--- src/rtl/adder_stream_arbiter.sv ---
// Round-robin arbiter that locks one requester onto the adder input for a full N-beat frame
// and tracks frame owners in a small FIFO so each adder result can be tagged.
module adder_stream_arbiter #(
    parameter  int NUM_REQ  = 3,
    parameter  int N        = 10,
    parameter  int WIDTH    = 8,
    parameter  int ID_DEPTH = 4,
    localparam int IDW      = (NUM_REQ > 1) ? $clog2(NUM_REQ) : 1
) (
    input  logic                              clk,
    input  logic                              rst,
    input  logic [NUM_REQ-1:0]                req_valid,
    input  logic [NUM_REQ-1:0][WIDTH-1:0]     req_data,
    output logic [NUM_REQ-1:0]                req_ready,
    output logic                              add_s_valid,
    output logic [WIDTH-1:0]                  add_s_data,
    input  logic                              add_s_ready,
    input  logic                              add_m_valid,
    input  logic                              add_m_ready,
    output logic [IDW-1:0]                    gnt_id,
    output logic                              busy,
    output logic [IDW-1:0]                    res_id,
    output logic                              res_id_valid
);
    localparam int BCW = $clog2(N + 1);
    localparam int PW  = $clog2(ID_DEPTH);

    typedef enum logic {IDLE, BURST} state_t;

    state_t                          state, state_n;
    logic [BCW-1:0]                  beat_cnt;
    logic [IDW-1:0]                  last_gnt, arb_idx;
    logic                            arb_hit, grant, hs, push, pop, fifo_full;
    logic [ID_DEPTH-1:0][IDW-1:0]    fifo_mem;
    logic [PW-1:0]                   wr_ptr, rd_ptr, rd_ptr_n;
    logic [PW:0]                     fifo_cnt, cnt_n;
    logic [IDW-1:0]                  head_n;
    int                              cand;

    assign busy      = (state == BURST);
    assign fifo_full = (fifo_cnt == (PW+1)'(ID_DEPTH));

    // First valid requester strictly after the last winner, wrapping around.
    always_comb begin
        arb_hit = 1'b0;
        arb_idx = '0;
        cand    = 0;
        for (int i = 1; i <= NUM_REQ; i++) begin
            cand = (int'(last_gnt) + i) % NUM_REQ;
            if (!arb_hit && req_valid[cand]) begin
                arb_hit = 1'b1;
                arb_idx = IDW'(cand);
            end
        end
    end

    always_comb begin
        state_n     = state;
        req_ready   = '0;
        add_s_valid = 1'b0;
        add_s_data  = '0;
        grant       = 1'b0;
        hs          = 1'b0;
        push        = 1'b0;
        case (state)
            IDLE: begin
                if (arb_hit && !fifo_full) begin
                    grant   = 1'b1;
                    state_n = BURST;
                end
            end
            BURST: begin
                add_s_valid       = req_valid[gnt_id];
                add_s_data        = req_data[gnt_id];
                req_ready[gnt_id] = add_s_ready;
                hs                = req_valid[gnt_id] && add_s_ready;
                if (hs && beat_cnt == BCW'(N - 1)) begin
                    push    = 1'b1;
                    state_n = IDLE;
                end
            end
            default: state_n = IDLE;
        endcase
    end

    // Next-state FIFO view so res_id/res_id_valid track the head with no extra lag.
    assign pop      = add_m_valid && add_m_ready && (fifo_cnt != '0);
    assign rd_ptr_n = rd_ptr + PW'(pop);
    assign cnt_n    = fifo_cnt + (PW+1)'(push) - (PW+1)'(pop);
    assign head_n   = (push && wr_ptr == rd_ptr_n) ? gnt_id : fifo_mem[rd_ptr_n];

    always_ff @(posedge clk) begin
        if (rst) begin
            state        <= IDLE;
            beat_cnt     <= '0;
            last_gnt     <= IDW'(NUM_REQ - 1);
            gnt_id       <= '0;
            wr_ptr       <= '0;
            rd_ptr       <= '0;
            fifo_cnt     <= '0;
            res_id       <= '0;
            res_id_valid <= 1'b0;
        end else begin
            state <= state_n;
            if (grant) begin
                gnt_id   <= arb_idx;
                last_gnt <= arb_idx;
            end
            if (push)
                beat_cnt <= '0;
            else if (hs)
                beat_cnt <= beat_cnt + BCW'(1);
            if (push) begin
                fifo_mem[wr_ptr] <= gnt_id;
                wr_ptr           <= wr_ptr + PW'(1);
            end
            rd_ptr       <= rd_ptr_n;
            fifo_cnt     <= cnt_n;
            res_id_valid <= (cnt_n != '0);
            if (cnt_n != '0)
                res_id <= head_n;
        end
    end
endmodule

--- config.mk ---
export PLATFORM = sky130hd
export DESIGN_NAME = adder_stream_arbiter
export DESIGN_NICKNAME = d
export VERILOG_FILES = /design/src/rtl/adder_stream_arbiter.sv
export SDC_FILE = /design/constraint.sdc
export NUM_CORES = 1
export LEC_CHECK = 0
export CAP_MARGIN = 20
export CELL_PAD_IN_SITES_DETAIL_PLACEMENT = 1
export CELL_PAD_IN_SITES_GLOBAL_PLACEMENT = 1
export CORE_ASPECT_RATIO = 1.5
export CORE_MARGIN = 5
export CORE_UTILIZATION = 35
export CTS_CLUSTER_DIAMETER = 50
export DETAILED_ROUTE_END_ITERATION = 7
export PLACE_DENSITY_LB_ADDON = 0.3
export SYNTH_ARGS = -nofsm -noshare
export SYNTH_HDL_FRONTEND = slang
export SYNTH_SLANG_ARGS = --single-unit
--- constraint.sdc ---
create_clock -name clk -period 4.7 [get_ports clk]
set_input_delay 0.705 -clock clk [delete_from_list [all_inputs] [get_ports clk]]
set_output_delay 0.705 -clock clk [all_outputs]
set_load 0.02 [all_outputs]
==> results.yml <==
run_status:
  run_status: "complete, no violations"
power_and_ir_drop:
  pwr_density_cell_nw_per_um2: 495
  sw_frac_of_total_pct: 41.1
  power.share.combinational_pct: 58.6
  power_internal_w: 0.000659
  power_leakage_nw: 0.868
  sequentialPowerShare_pct: 28.6
  total_power_w: 0.00112
  net-switching-power_w: 0.000461
  clkPwrFrac_pct: 12.8
  power.ir.vdd_worst_mv: 0.296
sta:
  fin_crit_sh_pct: 67.7
  setup_tns_ns: 0
  rsz0062_at_grt: "no"
  hold_ws_ns: 0.510
  timing.max_slew.rel_slack_pct: 58.0
  max_clock_freq_mhz: 314
  worst_slew_pin_slew_ns: 0.629
  setup-violations-final: 0
  final_critical_path_setup_slack_ns: 1.52
  timing.final.hold_violations: 0
  period_minus_slack_ns: 3.18
  timing.final.max_slew_violations: 0
  timing.clock.skew_ns: 0.00836
cells_and_area:
  final_area_um2: 2260
  drive_above_1_share_pct: 5.38
  commonest_cells_after_routing_fill_and_taps_aside: "49 x clkdlybuf4s50_1, 18 x dfxtp_1, 17 x nand2_1"
  flow.area_growth_from_synthesis_pct: 35.2
  layout.cells.most_common: "clkdlybuf4s50_1"
  finish.net_count: 269
  num_antenna_cells: 0
  fillerInstances: 554
worst_setup_path:
  cp_top_family: "buffers and inverters"
  slowest_delay_ns: 0.48
  crit_path_top_delay_cell: "clkdlybuf4s50_1"
  arrival_ns: 3.37
  cp_max_fo: 12
  crit_path_start_kind: "primary input"
  worst_setup_path_end_kind: "flop"
  cp_cell_sequence: "clkdlybuf4s50_1 -> mux2i_1 -> a2bb2oi_4 -> nor2_1 -> buf_4 -> ha_1 -> fa_1 -> xnor2_1 -> xnor2_1 -> nand2_1 -> a211oi_1"
  timing.critical_path.required_ns: 4.88
  path_buf_inv: 2
  setup.worst_path.class: "in2reg"
  crit_top_cell: "xnor2_1"
clock_network:
  hold_buffers: 0
  tritoncts_buffer_count: 3
  ctsResizeCount: 0
  clock-sinks: 26
  post_cts.repair.setup_buffers: 0
  clk-insertion-delay-late_ns: 0.27
  clock-root-buffer: "clkbuf_8"
  clock_tree.buffer_depth: 2
  tritoncts: "built"
  ctsHtreeMaxLevel: 1
  cts.clk_slew.worst_paths_ns: 0.09
flow_run:
  timing.max_cap.violations: 0
placed_design:
  gp_routability_congestion: 0.734
  port_buffers: 49
  dpl_worst_slack_ns: 1.20
  hpwlAfterDp_um: 3400
  dpl_cell_area_um2: 2210
yosys:
  synth_seq_area_share_pct: 35.9
  synth_seq_cells: 26
  synthesis.yosys.warnings: 0
  post_synth_instance_area_um2: 1670
  total_nets_after_synthesis: 222
  yosysUniqueCellTypes: 40
  synth_cells: 177
  syn-mean-instance-area_um2: 9.45
worst_hold_path:
  worstHoldPathType: "reg2reg"
route:
  postRouteWirelength_um: 4120
  drt_pass1_iterations: 4
  drt_iter0_drc: 28
  vias_per_cell: 4.95
  num_vias: 1421
  antenna_violating_nets_post_route: 0
  avgRoutedWirePerCell_um: 14.4
  remaining_design_rule_violation_count: 0
grt:
  grt_antenna_before_repair: 0
  gr-usage-all-layers_pct: 13.9
  grt_pass1_vias: 1519
  grt_pass1_wl_um: 6780
  globalRoute.totalOverflow: 0
  grt_max_degree: 20
floorplan:
  fp.dieW_um: 66.5
  start_util_pct: 36.5
  ioPinCount: 50
  die-area_um2: 6290
  core_area_um2: 4580
  die_height_um: 94.7
  rows: 30
[metrics by stage]
step	cells	utilization (%)
after detailed placement	283	48.2
after floorplan	177	-
after CTS	287	49.4
final	287	49.4
after global placement	283	48.2
after global routing	287	49.4
[metal layers]
layer	track usage, %	wire, um
met3	2.74	235
met4	4.07	54
met1	14.4	1610
met5	0	0
met2	27.2	2220
[power groups by stage]
stage               Combinational, W  Clock (W)  Sequential (W)
floorplan                   0.000442          0        0.000333
global placement            0.000656          0        0.000325
detailed placement          0.000664          0        0.000326
CTS                         0.000668   0.000146        0.000321
global route                0.000724   0.000157        0.000328
finish                      0.000657   0.000144        0.000320
[worst reg2reg max path, cell delays in order, from the launching register on]
cell       delay [ns]
dfxtp_1          0.49
and2b_1          0.39
a2bb2oi_4        0.28
nor2_1           0.07
buf_4            0.17
ha_1             0.21
fa_1             0.38
xnor2_1          0.14
xnor2_1          0.23
nand2_1          0.15
a211oi_1         0.22
[path summary, 6_finish.rpt]
kind,from,end,slack [ns],cells after the start
min reg2reg,res_id[0],res_id[0],0.51,2
min,res_id[0],res_id[0],0.51,2
max reg2reg,gnt_id[0],res_id[1],1.88,10
max,req_valid[1],res_id[1],1.52,11
[flip-flops by register name, summed over array words and instances (netlist names)]
name,count
fifo_mem,8
beat_cnt,4
fifo_cnt,3
gnt_id,2
rd_ptr,2
res_id,2
wr_ptr,2
busy,1
last_gnt,1
res_id_valid,1
[synth_stat cells (all sizes together)]
master   instances  share of area (%)
o32a             1               0.60
dfxtp           18                 22
nand2b           2               0.75
and2b            1               0.45
edfxtp           8                 14
nor2            10                2.2
nand2           17                3.8
clkbuf           5                1.1
nor3             8                2.4
a21oi            4                1.2
a32oi            1               0.52
mux4             2                2.7
xnor2            7                3.7
o221a            1               0.67
o22a             1               0.52
and3             4                1.5
a221oi           1               0.52
a2111oi          1               0.52
o21ai            9                2.7
xor2             2                1.0
o311a            1               0.60
o2bb2ai          1               0.52
and2            10                3.7
a2bb2oi          1                1.6
nand3            2               0.60
a31oi            2               0.75
o31ai            1               0.45
nor2b            4                1.5
fa               1                1.2
ha              12                9.0
inv             14                3.1
a211oi           4                1.8
a22o             1               0.52
buf              5                2.4
o22ai            1               0.37
mux2i           12                7.2
nor4             1                1.3
and4b            1               0.60
[cells by family after synthesis]
group | after synthesis | share of synthesized area [%]
compound gates | 31 | 13.8
xor+xnor | 9 | 4.71
fa+ha+maj | 13 | 10.2
buf+inv | 24 | 6.66
flops | 26 | 35.9
mux | 14 | 9.87
simple gates | 60 | 18.8
[area by class of cell]
| type | instances | area, um^2 | share of cell area, % |
|---|---|---|---|
| Inverter | 14 | 52.6 | 2.32 |
| Sequential cell | 26 | 601 | 26.5 |
| Timing Repair Buffer | 52 | 513 | 22.7 |
| Multi-Input combinational cell | 127 | 961 | 42.5 |
| Clock buffer | 4 | 55.1 | 2.43 |
| Tap cell | 64 | 80.1 | 3.54 |
Power figures use the tool's default switching activity.
